### config.mk
export PLATFORM = sky130hd
export DESIGN_NAME = alu_issue_scheduler
export DESIGN_NICKNAME = d
export VERILOG_FILES = /design/src/rtl/instruction_pkg.sv /design/src/rtl/rs_oldest_select.sv /design/src/rtl/alu_issue_scheduler.sv
export SDC_FILE = /design/constraint.sdc
export NUM_CORES = 1
export LEC_CHECK = 0
export CORE_MARGIN = 1
export CORE_UTILIZATION = 30
export CTS_CLUSTER_DIAMETER = 50
export DETAILED_ROUTE_END_ITERATION = 8
export PLACE_DENSITY = 0.47
export SLEW_MARGIN = 10
export SYNTH_ARGS = -nofsm -noshare
export SYNTH_HDL_FRONTEND = slang
export SYNTH_SLANG_ARGS = --single-unit
export TNS_END_PERCENT = 100
### constraint.sdc
create_clock -name clk -period 3 [get_ports clk]
set_clock_uncertainty 0.2 [all_clocks]
set_input_delay 0.3 -clock clk [delete_from_list [all_inputs] [get_ports clk]]
set_output_delay 0.3 -clock clk [all_outputs]
set_load 0.05 [all_outputs]
### src/rtl/instruction_pkg.sv
// Shared types for the integer-ALU issue path: ALU op encoding, reservation
// station entry layout and the payload handed to the ALU on issue.
package instruction_pkg;

  localparam int unsigned PTAG_WIDTH    = 6;
  localparam int unsigned ROB_IDX_WIDTH = 5;

  typedef enum logic [3:0] {
    ALU_ADD  = 4'd0,
    ALU_SUB  = 4'd1,
    ALU_AND  = 4'd2,
    ALU_OR   = 4'd3,
    ALU_XOR  = 4'd4,
    ALU_SLL  = 4'd5,
    ALU_SRL  = 4'd6,
    ALU_SRA  = 4'd7,
    ALU_SLT  = 4'd8,
    ALU_SLTU = 4'd9
  } ALUFunctions;

  typedef struct packed {
    logic                     valid;
    ALUFunctions              func;
    logic [ROB_IDX_WIDTH-1:0] rob_idx;
    logic [PTAG_WIDTH-1:0]    dst_tag;
    logic [PTAG_WIDTH-1:0]    src1_tag;
    logic                     src1_rdy;
    logic [PTAG_WIDTH-1:0]    src2_tag;
    logic                     src2_rdy;
    logic                     use_imm;
  } rs_entry_t;

  typedef struct packed {
    ALUFunctions              func;
    logic [ROB_IDX_WIDTH-1:0] rob_idx;
    logic [PTAG_WIDTH-1:0]    dst_tag;
    logic [PTAG_WIDTH-1:0]    src1_tag;
    logic [PTAG_WIDTH-1:0]    src2_tag;
    logic                     use_imm;
  } alu_issue_t;

  // An entry may be selected once it is valid and both operands are available.
  function automatic logic entry_ready(input rs_entry_t e);
    return e.valid && e.src1_rdy && e.src2_rdy;
  endfunction

  function automatic alu_issue_t to_issue(input rs_entry_t e);
    alu_issue_t p;
    p.func     = e.func;
    p.rob_idx  = e.rob_idx;
    p.dst_tag  = e.dst_tag;
    p.src1_tag = e.src1_tag;
    p.src2_tag = e.src2_tag;
    p.use_imm  = e.use_imm;
    return p;
  endfunction

endpackage

### src/rtl/rs_oldest_select.sv
// Age-matrix oldest-first picker for the reservation station.
//  clk, rst_n     clock, async active-low reset (clears the matrix)
//  flush_i        clear the matrix (all entries are being dropped)
//  valid_i        entries currently occupied (registered view)
//  req_i          entries requesting issue
//  alloc_oh_i     entry written this cycle; becomes younger than all survivors
//  free_oh_i      entry released this cycle; its age column is cleared
//  grant_oh_o     one-hot oldest requester (combinational)
//  grant_valid_o  any requester present (combinational)
module rs_oldest_select #(
  parameter int unsigned N = 4
) (
  input  logic         clk,
  input  logic         rst_n,
  input  logic         flush_i,
  input  logic [N-1:0] valid_i,
  input  logic [N-1:0] req_i,
  input  logic [N-1:0] alloc_oh_i,
  input  logic [N-1:0] free_oh_i,
  output logic [N-1:0] grant_oh_o,
  output logic         grant_valid_o
);

  // age_q[i][j] set means entry j is older than entry i.
  logic [N-1:0] age_q [N];
  logic [N-1:0] age_d [N];

  // Grant the requester that has no older requester.
  always_comb begin
    grant_oh_o = '0;
    for (int i = 0; i < N; i++) begin
      grant_oh_o[i] = req_i[i] && ((age_q[i] & req_i) == '0);
    end
    grant_valid_o = |req_i;
  end

  // Matrix update: drop freed columns, then install the newly allocated row.
  always_comb begin
    for (int i = 0; i < N; i++) begin
      age_d[i] = age_q[i] & ~free_oh_i & ~alloc_oh_i;
      if (alloc_oh_i[i]) begin
        age_d[i] = valid_i & ~free_oh_i & ~alloc_oh_i;
      end
      if (flush_i) begin
        age_d[i] = '0;
      end
    end
  end

  always_ff @(posedge clk or negedge rst_n) begin
    if (!rst_n) begin
      for (int i = 0; i < N; i++) begin
        age_q[i] <= '0;
      end
    end else begin
      for (int i = 0; i < N; i++) begin
        age_q[i] <= age_d[i];
      end
    end
  end

endmodule

### src/rtl/alu_issue_scheduler.sv
// Reservation station and oldest-ready issue scheduler for the integer ALU.
//  clk, rst_n            clock, async active-low reset
//  flush                 squash every held op; dispatch/wakeup ignored that cycle
//  disp_*                dispatch request and decoded op from rename
//  disp_ready            a free entry exists (from registered occupancy)
//  cdb_valid, cdb_tag    result broadcast used for wakeup and dispatch bypass
//  issue_valid/ready     handshake to the ALU; payload on issue_*
//  rs_count              number of occupied entries
module alu_issue_scheduler
  import instruction_pkg::*;
#(
  parameter int unsigned RS_DEPTH  = 4,
  parameter int unsigned PTAG_W    = PTAG_WIDTH,
  parameter int unsigned ROB_IDX_W = ROB_IDX_WIDTH,
  localparam int unsigned CNT_W    = $clog2(RS_DEPTH) + 1
) (
  input  logic                 clk,
  input  logic                 rst_n,
  input  logic                 flush,
  input  logic                 disp_valid,
  output logic                 disp_ready,
  input  logic [3:0]           disp_func,
  input  logic [ROB_IDX_W-1:0] disp_rob_idx,
  input  logic [PTAG_W-1:0]    disp_dst_tag,
  input  logic [PTAG_W-1:0]    disp_src1_tag,
  input  logic                 disp_src1_rdy,
  input  logic [PTAG_W-1:0]    disp_src2_tag,
  input  logic                 disp_src2_rdy,
  input  logic                 disp_use_imm,
  input  logic                 cdb_valid,
  input  logic [PTAG_W-1:0]    cdb_tag,
  output logic                 issue_valid,
  input  logic                 issue_ready,
  output logic [3:0]           issue_func,
  output logic [ROB_IDX_W-1:0] issue_rob_idx,
  output logic [PTAG_W-1:0]    issue_dst_tag,
  output logic [PTAG_W-1:0]    issue_src1_tag,
  output logic [PTAG_W-1:0]    issue_src2_tag,
  output logic                 issue_use_imm,
  output logic [CNT_W-1:0]     rs_count
);

  rs_entry_t            entries_q [RS_DEPTH];
  rs_entry_t            entries_d [RS_DEPTH];
  logic [CNT_W-1:0]     count_q, count_d;

  logic [RS_DEPTH-1:0]  valid_vec, req_vec;
  logic [RS_DEPTH-1:0]  free_slot_oh, alloc_oh, free_oh, grant_oh;
  logic                 grant_valid;
  logic                 disp_fire, issue_fire;
  rs_entry_t            new_entry;
  alu_issue_t           issue_pl;

  // Occupancy and readiness views of the registered entries.
  always_comb begin
    for (int i = 0; i < RS_DEPTH; i++) begin
      valid_vec[i] = entries_q[i].valid;
      req_vec[i]   = entry_ready(entries_q[i]);
    end
  end

  // Lowest-index free entry.
  always_comb begin
    logic found;
    free_slot_oh = '0;
    found        = 1'b0;
    for (int i = 0; i < RS_DEPTH; i++) begin
      if (!valid_vec[i] && !found) begin
        free_slot_oh[i] = 1'b1;
        found           = 1'b1;
      end
    end
  end

  assign disp_ready  = (count_q != CNT_W'(RS_DEPTH));
  assign disp_fire   = disp_valid && disp_ready && !flush;
  assign issue_valid = grant_valid && !flush;
  assign issue_fire  = issue_valid && issue_ready;
  assign alloc_oh    = disp_fire  ? free_slot_oh : '0;
  assign free_oh     = issue_fire ? grant_oh     : '0;

  rs_oldest_select #(
    .N (RS_DEPTH)
  ) u_select (
    .clk           (clk),
    .rst_n         (rst_n),
    .flush_i       (flush),
    .valid_i       (valid_vec),
    .req_i         (req_vec),
    .alloc_oh_i    (alloc_oh),
    .free_oh_i     (free_oh),
    .grant_oh_o    (grant_oh),
    .grant_valid_o (grant_valid)
  );

  // Incoming entry, with same-cycle CDB bypass on both sources.
  always_comb begin
    new_entry          = '0;
    new_entry.valid    = 1'b1;
    new_entry.func     = ALUFunctions'(disp_func);
    new_entry.rob_idx  = disp_rob_idx;
    new_entry.dst_tag  = disp_dst_tag;
    new_entry.src1_tag = disp_src1_tag;
    new_entry.src2_tag = disp_src2_tag;
    new_entry.use_imm  = disp_use_imm;
    new_entry.src1_rdy = disp_src1_rdy || (cdb_valid && (cdb_tag == disp_src1_tag));
    new_entry.src2_rdy = disp_src2_rdy || disp_use_imm ||
                         (cdb_valid && (cdb_tag == disp_src2_tag));
  end

  // Entry array next state: wakeup, release on issue, allocate, flush.
  always_comb begin
    for (int i = 0; i < RS_DEPTH; i++) begin
      entries_d[i] = entries_q[i];
      if (cdb_valid && (entries_q[i].src1_tag == cdb_tag)) begin
        entries_d[i].src1_rdy = 1'b1;
      end
      if (cdb_valid && (entries_q[i].src2_tag == cdb_tag)) begin
        entries_d[i].src2_rdy = 1'b1;
      end
      if (free_oh[i]) begin
        entries_d[i].valid = 1'b0;
      end
      if (alloc_oh[i]) begin
        entries_d[i] = new_entry;
      end
      if (flush) begin
        entries_d[i].valid = 1'b0;
      end
    end
  end

  always_comb begin
    count_d = count_q;
    if (flush) begin
      count_d = '0;
    end else begin
      count_d = count_q + CNT_W'(disp_fire) - CNT_W'(issue_fire);
    end
  end

  always_ff @(posedge clk or negedge rst_n) begin
    if (!rst_n) begin
      for (int i = 0; i < RS_DEPTH; i++) begin
        entries_q[i] <= '0;
      end
      count_q <= '0;
    end else begin
      for (int i = 0; i < RS_DEPTH; i++) begin
        entries_q[i] <= entries_d[i];
      end
      count_q <= count_d;
    end
  end

  // Issue payload from the granted (oldest ready) entry.
  always_comb begin
    issue_pl = '0;
    for (int i = 0; i < RS_DEPTH; i++) begin
      if (grant_oh[i]) begin
        issue_pl = to_issue(entries_q[i]);
      end
    end
  end

  assign issue_func     = issue_pl.func;
  assign issue_rob_idx  = issue_pl.rob_idx;
  assign issue_dst_tag  = issue_pl.dst_tag;
  assign issue_src1_tag = issue_pl.src1_tag;
  assign issue_src2_tag = issue_pl.src2_tag;
  assign issue_use_imm  = issue_pl.use_imm;
  assign rs_count       = count_q;

endmodule
==> results by group, run 1 <==
Power
  • Worst VDD drop: 0.000394 V
  • Combinational power share: 35.9%
  • Power Density: 816 nW/um^2
  • Sequential Power Share: 38.4%
  • Clock Power Share: 25.6%
  • Power Internal: 5.05 mW
  • P_sw: 2.81 mW
  • Sw frac: 35.7%
  • Static leakage: 4.20 nW

Critical path
  • Startpoint Class: flip-flop
  • Worst Path Required: 2.50 ns
  • Critical path fanouts, max: 28
  • Kind of end point of the critical path: output port
  • Setup Crit Path Kind: reg2out
  • CP arrival: 2.44 ns

Floorplanning
  • Row cnt: 56
  • Total die area: 24800 sq um
  • Die W: 157 microns
  • IO Count: 75
  • Starting density of the core: 30.7%
  • DIE HEIGHT: 157 microns
  • Core area: 23600 sq um

Yosys
  • Cell area after synthesis: 7250 sq um
  • Gate Count Post-Synth: 729
  • Post-synth top area cell: dfrtp_1
  • Syn nets: 774
  • Async S/R FF share, synth: 100%
  • Post-synth top flop: dfrtp_1
  • Area share of the largest cell type after synthesis: 49.3%
  • Largest cells by area after synthesis: dfrtp_1 (49%), mux2_2 (8.7%), nand2_1 (6.2%), xor2_1 (4.0%), a211oi_1 (3.9%)
  • Flops & latches, synth: 143
  • Post-synth EDFFs: 0
  • Post-Syn Area per Cell: 9.95 sq um
  • Synth warnings: 0
  • Post-synth cell types: 43
  • Sequential-to-total area share from yosys stat: 49.3%

Global route
  • Number of global-route vias before repair: 6188
  • First-pass GRT wire length: 35800 microns
  • Largest net degree at the start of global routing: 62
  • Total grt overflow: 0
  • Gr usage total: 19.3%
  • Initial antenna violation count: 0

Detailed routing
  • ANT nets after route: 0
  • Total number of vias: 5970
  • Drt total wl: 22600 microns
  • WL/cell: 19.8 microns
  • Detail-routed via count per cell: 5.23
  • DR iter-0 viols: 331
  • DRT Pass-1 Iters: 5
  • Drt drc: 0

STA
  • Final hold violations: 0
  • Final setup viols: 0
  • Slew headroom: 57.5%
  • Final setup margin: 0.0596 ns
  • Fmax: 340 MHz
  • Final period util: 98.0%
  • Slew at the pin closest to its max-slew limit: 0.638 ns
  • Final TNS setup: 0 ns
  • Min cycle time layout: 2.94 ns
  • Max-slew violations: 0

Cells and area
  • Synthesis-to-layout area growth: 32.7%
  • Fraction of layout instances using a drive strength above 1: 23.7%
  • Post-route cell area: 9620 sq um
  • Final #Nets: 857
  • FF+latch area: 3580 sq um
  • Most common cell after layout, fill and taps aside: dfrtp_1
  • Fillers: 2300
  • Multi-input logic area: 3530 sq um
  • Most frequent cells in the layout: dfrtp_1 (142), nand2_1 (119), mux2_2 (56)
  • N_diodes: 0

Clocking
  • CTS max path bufs: 2
  • CTS tree: done
  • H-tree levels: 4
  • Latest clock arrival within the worst-skew pair: 0.42 ns
  • Num CTS Buffers: 17
  • CTS root buf: clkbuf_16
  • CTS sink cnt: 143
  • Clock Pin Slew Worst Setup and Hold Paths: 0.06 ns

Run status
  • Status: finished clean

Placed design
  • Dpl ws: 0.323 ns
  • Post-DP Area: 8830 sq um
  • Port bufs: 74
  • Placer Congestion: 0.864
  • DP Wirelength: 14600 microns

Run
  • Number of max-cap violations: 0

Hold path
  • Min-delay worst type: in2async
-- layer usage --
metal,vias up,wire [microns],track usage (%)
li1,2726,-,-
met1,3046,10100,25.6
met2,165,10700,30.6
met3,33,1260,4.63
met4,0,505,6.47
met5,-,0,0
-- kinds of logic after synthesis --
kind of cell,Yosys count,share of synthesized area (%)
AND/OR/NAND/NOR,256,17.2
flip-flops,143,49.3
AO/OA/AOI/OAI,123,11.7
buffers and inverters,86,4.99
XOR/XNOR,62,7.49
multiplexers,56,8.70
adder cells (fa/ha/maj),3,0.621
-- what timing repair did --
action                     CTS  global route
hold endpoints to repair    58             0
hold buffers                 1             0
gates resized for setup      0            38
setup endpoints to repair   22            28
pin swaps                    0             2
buffers inserted             0             2
-- cells in the mapped netlist, types with 5 or more instances --
library cell,n
nand4_1,15
inv_1,32
and3_1,7
and2_1,5
nand3_1,30
nor2_1,37
xnor2_1,29
mux2_2,56
buf_2,22
clkbuf_1,27
xor2_1,33
nor3_1,12
a21oi_1,19
nand2_1,119
o21ai_0,29
and4_1,13
a221oi_1,28
dfrtp_1,143
a211oi_1,38
-- final timing paths --
kind | depth (start not counted) | endpoint | slack (ns) | start
hold reg to reg | 2 | entries_q[77] | 0.27 | entries_q[77]
min in group clk | 2 | entries_q[77] | 0.27 | entries_q[77]
setup reg to reg | 10 | rs_count[2] | 0.27 | entries_q[101]
setup / recovery | 6 | issue_src2_tag[4] | 0.06 | entries_q[39]
max in group asynchronous | 3 | entries_q[1] | 1.60 | rst_n
hold / removal | 2 | entries_q[33] | 0.25 | rst_n
-- power by group through the flow --
| stage | Combinational [mW] | Clock, mW | Sequential (mW) |
|---|---|---|---|
| CTS | 2.72 | 2.07 | 3.01 |
| global placement | 2.67 | 0 | 3.00 |
| finish | 2.82 | 2.01 | 3.02 |
| global route | 3.05 | 2.16 | 3.10 |
| floorplan | 1.60 | 0 | 2.95 |
| detailed placement | 2.70 | 0 | 3.04 |
-- critical path, cell delays in order, from the launching register on --
cell and delay (ns):
dfrtp_1 0.45, and4b_1 0.25, and4_1 0.25, and2_1 0.18, buf_8 0.22, a221oi_2 0.47, buf_12 0.19
-- registers in the layout (all words and copies together) (netlist names) --
register / flops
u_select.age_q: 16
rs_count: 3
entries_q: 124
-- cell type report --
cell class                      instances  area share [%]
Sequential cell                       143            37.2
Multi-Input combinational cell        500            36.7
Timing Repair Buffer                  117            14.9
Clock buffer                           20            4.85
Tap cell                              319            4.15
Inverter                               33            1.29
Clock inverter                         10           0.910
-- metrics by stage --
| step | power (mW) | hold slack [ns] | utilization [%] | std cells |
|---|---|---|---|---|
| final | 7.85 | 0.245 | 40.7 | 1142 |
| after global routing | 8.31 | 0.286 | 40.7 | 1142 |
| after CTS | 7.79 | 0.279 | 39.8 | 1140 |
| after detailed placement | 5.74 | 0.145 | 37.4 | 1109 |
| after global placement | 5.67 | 0.135 | 37.4 | 1109 |
| after floorplan | 4.55 | -0.196 | - | 729 |
Power figures use the tool's default switching activity.
==> run 2, diff against run 1 <==
CAP_MARGIN = 20   (was unset)
CTS_BUF_LIST = sky130_fd_sc_hd__clkbuf_8   (was unset)
==> run 2 against run 1 <==
Effect of this change:
- die area stayed put
- largest cell class unchanged
- critical path type unchanged
- maximum frequency is 0.68% higher
- sequential share of layout area is 0.65 points higher
- highest routed layer unchanged
- final area is 1.6% lower
==> results by group, run 2 (synthesis gave the netlist of run 1 again) <==
Run status
  • Status: finished clean

Placed design
  • DP Wirelength: 14600 microns (unchanged)
  • Placed cells: 1109 (unchanged)
  • Port bufs: 74 (unchanged)
  • Placer Congestion: 0.864 (unchanged)
  • Post-DP Area: 8830 sq um (unchanged)

Cells and area
  • Synthesis-to-layout area growth: 30.5%
  • Post-route cell area: 9460 sq um (-1.6%)
  • Final Util: 40.1% (-0.67 points)
  • Reg with most FFs: entries_q
  • Most common cell after layout, fill and taps aside: dfrtp_1
  • Final #Nets: 857 (unchanged)
  • Fraction of layout instances using a drive strength above 1: 24.4% (+0.73 points)
  • N_diodes: 0 (unchanged)
  • Most frequent cells in the layout: dfrtp_1 (140), nand2_1 (119), mux2_2 (56)
  • Final non-filler cell total: 1142 (unchanged)
  • Largest register FFs: 124 (unchanged)
  • Fillers: 2319 (+0.83%)

Clocking
  • CTS max path bufs: 2 (unchanged)
  • H-tree levels: 4 (unchanged)
  • Num CTS Buffers: 17 (unchanged)
  • Clock Pin Slew Worst Setup and Hold Paths: 0.09 ns (+0.03 ns)
  • CTS tree: done
  • CTS sink cnt: 143 (unchanged)
  • CTS root buf: clkbuf_8
  • Latest clock arrival within the worst-skew pair: 0.45 ns (+0.03 ns)

STA
  • Fmax: 342 MHz (+0.68%)
  • Final period util: 97.3% (-0.66 points)
  • Slew headroom: 56.6% (-0.86 points)
  • Max-slew violations: 0 (unchanged)
  • Slew at the pin closest to its max-slew limit: 0.651 ns (+0.0130 ns)
  • RSZ-0062 raised after global routing: yes
  • Final hold violations: 0 (unchanged)
  • Final setup viols: 0 (unchanged)
  • Min cycle time layout: 2.92 ns (-0.0199 ns)

Power
  • Static leakage: 4.12 nW (-1.9%)
  • Worst VDD drop: 0.000396 V (+0.28%)
  • Power Density: 773 nW/um^2 (-5.3%)

Detailed routing
  • Drt drc: 0 (unchanged)
  • ANT nets after route: 0 (unchanged)
  • DR iter-0 viols: 298 (-10%)
  • Drt total wl: 22600 microns (+0.20%)
  • DRT Pass-1 Iters: 4 (-1)
  • Total number of vias: 5918 (-0.87%)
  • Detail-routed via count per cell: 5.18 (-0.87%)
  • WL/cell: 19.8 microns (+0.20%)

Critical path
  • Setup Crit Path Kind: reg2out
  • Worst path max stage delay: 0.46 ns (about the same)
  • CP arrival: 2.42 ns (-0.02 ns)
  • Kind of end point of the critical path: output port
  • CP most frequent cell: buf_12
  • Startpoint Class: flip-flop
  • Critical path fanouts, max: 28 (unchanged)
  • WP buf/inv: 3 (+1)
  • Dominant delay contributor by cell family on the critical path: simple AND/OR/NAND/NOR gates
  • Worst Path Required: 2.50 ns (about the same)
  • Crit path max-delay cell type: a221oi_2
  • Cell breakdown of the critical path: buf_4 -> and4b_1 -> nand4_1 -> and2_4 -> buf_12 -> a221oi_2 -> buf_12

Floorplanning
  • Starting density of the core: 30.7% (unchanged)
  • DIE HEIGHT: 157 microns (unchanged)
  • Die W: 157 microns (unchanged)
  • Total die area: 24800 sq um (unchanged)
  • Core area: 23600 sq um (unchanged)
  • IO Count: 75 (unchanged)
  • Row cnt: 56 (unchanged)

Run
  • Number of max-cap violations: 0 (unchanged)

Global route
  • Number of global-route vias before repair: 6214 (+0.42%)
  • Total grt overflow: 0 (unchanged)
  • First-pass GRT wire length: 36000 microns (+0.60%)
  • Largest net degree at the start of global routing: 62 (unchanged)
  • Gr usage total: 19.4% (+0.13 points)
  • Initial antenna violation count: 0 (unchanged)

Hold path
  • Min-delay worst type: in2async
run 2: through the flow:
stage / TNS (ns) / power (mW) / setup WS [ns] / hold WS [ns]
global route: -0.00903 / 7.77 / -0.00903 / 0.233
detailed placement: 0 / 5.74 / 0.323 / 0.145
floorplan: -1.21 / 4.55 / -0.0680 / -0.196
finish: 0 / 7.32 / 0.0795 / 0.208
global placement: 0 / 5.67 / 0.309 / 0.135
CTS: -0.331 / 7.29 / -0.0415 / 0.228
run 2: timing repair:
item                                    in CTS  in global routing
gates cloned                                 0                  0
buffers inserted                             0                  3
hold endpoints to repair                    58                  0
endpoints found under the setup margin      24                 27
pin swaps                                    0                  4
hold buffers                                 1                  0
gates resized for setup                     15                 33
run 2: power by group:
part	total, mW	leakage (nW)	switching, mW	internal [mW]
clock network	1.46	0.187	0.752	0.710
logic	2.84	2.16	1.53	1.31
registers	3.02	1.77	0.465	2.55
total	7.32	4.12	2.74	4.57
run 2: layer usage:
layer | up-vias | share of wire [%] | GRT usage [%]
li1 | 2721 | - | -
met1 | 3026 | 46 | 25.7
met3 | 21 | 5.3 | 4.27
met5 | - | 0 | 0
met4 | 0 | 1.7 | 6.38
met2 | 150 | 47 | 31.3
run 2: final cells by class:
cell class	count	area [sq um]	share of cell area [%]
clock inverters	10	87.6	0.926
inverters	33	124	1.31
well taps	319	399	4.22
clock buffers	20	275	2.91
flip-flops and latches	143	3580	37.9
multi-input cells	500	3550	37.5
repair buffers	117	1450	15.3
run 2: worst paths after layout:
check | cells past startpoint | end | slack [ns] | startpoint
max | 7 | issue_src2_tag[4] | 0.08 | entries_q[30]
min | 2 | entries_q[97] | 0.21 | rst_n
max reg2reg | 10 | rs_count[2] | 0.27 | entries_q[101]
min reg2reg | 2 | entries_q[84] | 0.28 | entries_q[84]
max in group asynchronous | 3 | entries_q[39] | 1.62 | rst_n
min in group clk | 3 | entries_q[77] | 0.26 | disp_dst_tag[0]
==> run 3, diff against run 2 <==
CORE_UTILIZATION = 35   (was 30)
PLACE_DENSITY = 0.53   (was 0.47)
==> run 3 against run 2 <==
Effect of this change:
- register-to-register slack improved by 0.02 ns
- cell count fell by 4.6%
- maximum frequency rose by 0.14%
- clock-buffer cell count rose by 1
- sequential power barely moved
- final area fell by 1.0%
- global-route usage rose by 1.3 points
- first-iteration DRC count rose by 27%
- routed wire length fell by 5.7%
- critical path type unchanged
- largest cell class unchanged
==> results by group, run 3 (synthesis gave the netlist of run 1 again) <==
Floorplanning
  • Row cnt: 52 (-7.1%)
  • IO Count: 75 (unchanged)
  • Starting density of the core: 35.7% (+5.0 points)
  • Die W: 146 microns (-7.3%)
  • Total die area: 21300 sq um (-14%)
  • Core area: 20300 sq um (-14%)
  • DIE HEIGHT: 146 microns (-7.3%)

Critical path
  • Reg2reg path depth: 10 (unchanged)
  • Setup Crit Path Kind: reg2out
  • Cell breakdown of the critical path: and4b_1 -> and4_1 -> and2_4 -> buf_12 -> a221oi_2 -> buf_4 -> buf_12
  • Worst Path Required: 2.50 ns (about the same)
  • Kind of end point of the critical path: output port
  • Worst r2r src: entries_q[94]
  • CP arrival: 2.42 ns (about the same)
  • Startpoint Class: flip-flop
  • Worst path max stage delay: 0.44 ns (-0.02 ns)
  • Crit path max-delay cell type: dfrtp_2
  • RR Endpoint: rs_count[2]
  • Dominant delay contributor by cell family on the critical path: simple AND/OR/NAND/NOR gates
  • R2r setup slk: 0.29 ns (+0.02 ns)
  • WP buf/inv: 3 (unchanged)
  • CP most frequent cell: buf_12
  • Critical path fanouts, max: 19 (-32%)

Hold path
  • Min-delay worst type: in2reg
  • Hold depth: 3
  • Hold_sp: disp_dst_tag[0]
  • Worst Hold Endpoint: entries_q[77]

Run
  • Number of max-cap violations: 0 (unchanged)

Cells and area
  • Fraction of layout instances using a drive strength above 1: 24.1% (-0.28 points)
  • Most common cell after layout, fill and taps aside: dfrtp_1
  • Final Util: 46.1% (+6.1 points)
  • Final non-filler cell total: 1090 (-4.6%)
  • N_diodes: 0 (unchanged)
  • Largest register FFs: 124 (unchanged)
  • Synthesis-to-layout area growth: 29.2%
  • Reg with most FFs: entries_q
  • Fillers: 1898 (-18%)
  • Final #Nets: 853 (-0.47%)
  • Most frequent cells in the layout: dfrtp_1 (136), nand2_1 (119), mux2_2 (56)

STA
  • Final hold violations: 0 (unchanged)
  • Final period util: 97.2% (-0.13 points)
  • Slew headroom: 43.0% (-14 points)
  • RSZ-0062 raised after global routing: yes
  • Min cycle time layout: 2.92 ns (-0.00396 ns)
  • Final setup margin: 0.0835 ns (+0.00396 ns)
  • Fmax: 343 MHz (+0.14%)
  • Max-slew violations: 0 (unchanged)
  • Slew at the pin closest to its max-slew limit: 0.854 ns (+0.203 ns)
  • Worst hold slack: 0.272 ns (+0.0633 ns)
  • Final setup viols: 0 (unchanged)

Global route
  • First-pass GRT wire length: 34000 microns (-5.5%)
  • Gr usage total: 20.7% (+1.3 points)
  • Initial antenna violation count: 0 (unchanged)
  • Largest net degree at the start of global routing: 89 (+44%)
  • Total grt overflow: 0 (unchanged)
  • Number of global-route vias before repair: 6025 (-3.0%)

Clocking
  • H-tree levels: 4 (unchanged)
  • Latest clock arrival within the worst-skew pair: 0.45 ns (about the same)
  • CTS root buf: clkbuf_8
  • Clock Pin Slew Worst Setup and Hold Paths: 0.08 ns (about the same)
  • CTS sink cnt: 143 (unchanged)
  • CTS tree: done
  • CTS max path bufs: 2 (unchanged)
  • Num CTS Buffers: 17 (unchanged)

Placed design
  • Port bufs: 74 (unchanged)
  • Placed cells: 1054 (-5.0%)
  • Placer Congestion: 0.888 (+2.8%)
  • Dpl ws: 0.268 ns (-0.0557 ns)
  • DP Wirelength: 13500 microns (-7.7%)

Detailed routing
  • Total number of vias: 5908 (-0.17%)
  • DRT Pass-1 Iters: 5 (+1)
  • WL/cell: 19.6 microns (-1.2%)
  • Drt drc: 0 (unchanged)
  • DR iter-0 viols: 379 (+27%)
  • Detail-routed via count per cell: 5.42 (+4.6%)
  • ANT nets after route: 0 (unchanged)
  • Drt total wl: 21400 microns (-5.7%)

Power
  • Power Density: 779 nW/um^2 (+0.73%)
  • Worst VDD drop: 0.000351 V (-11%)
  • Static leakage: 4.09 nW (-0.55%)
  • Power Total: 7.29 mW (-0.29%)

Run status
  • Status: finished clean
-- run 3: cell type report --
type	count	area (sq um)	area share, %
flip-flops and latches	143	3590	38.3
multi-input cells	500	3540	37.8
repair buffers	113	1400	15.0
well taps	270	338	3.61
clock buffers	21	289	3.09
inverters	33	124	1.32
clock inverters	10	88.8	0.948
-- run 3: layer usage --
layer | GRT usage, % | wire (microns)
met5 | 0 | 0
met1 | 28.6 | 9660
met2 | 32.2 | 9990
met3 | 4.14 | 1180
met4 | 7.74 | 526
-- run 3: stage by stage --
step	area, sq um	setup TNS [ns]
floorplan	7280	-1.21
global placement	8720	0
detailed placement	8720	0
CTS	9190	-0.0832
global route	9370	-0.0151
finish	9370	0
-- run 3: report_power, final --
part	total (mW)	switching [mW]	internal (mW)
clock network	1.47	0.739	0.734
registers	3.03	0.470	2.56
logic	2.80	1.50	1.29
-- run 3: worst max-delay path by stage --
| stage | from | endpoint | slack, ns | cells after the start |
|---|---|---|---|---|
| detailed placement | entries_q[39] | issue_src1_tag[4] | 0.27 | 7 |
| global placement | entries_q[123] | rs_count[2] | 0.31 | 10 |
| floorplan | entries_q[30] | issue_func[0] | -0.07 | 7 |
| finish | entries_q[39] | issue_src1_tag[1] | 0.08 | 7 |
| CTS | entries_q[39] | issue_func[1] | -0.02 | 6 |
| global route | entries_q[39] | issue_src1_tag[5] | -0.009 | 7 |
-- run 3: worst register-to-register path, stage by stage, from the launching register on --
cell	delay [ns]
dfrtp_1	0.44
and3_1	0.22
o41a_1	0.45
ha_1	0.30
inv_1	0.06
ha_1	0.12
inv_1	0.05
fa_1	0.40
xor2_1	0.17
xnor2_1	0.13
nor2_1	0.06
-- run 3: repair_timing --
item	in CTS	in global routing
hold buffers	1	0
hold endpoints to repair	86	0
pin swaps	0	2
buffers inserted	0	4
setup endpoints to repair	26	28
gates resized for setup	16	30
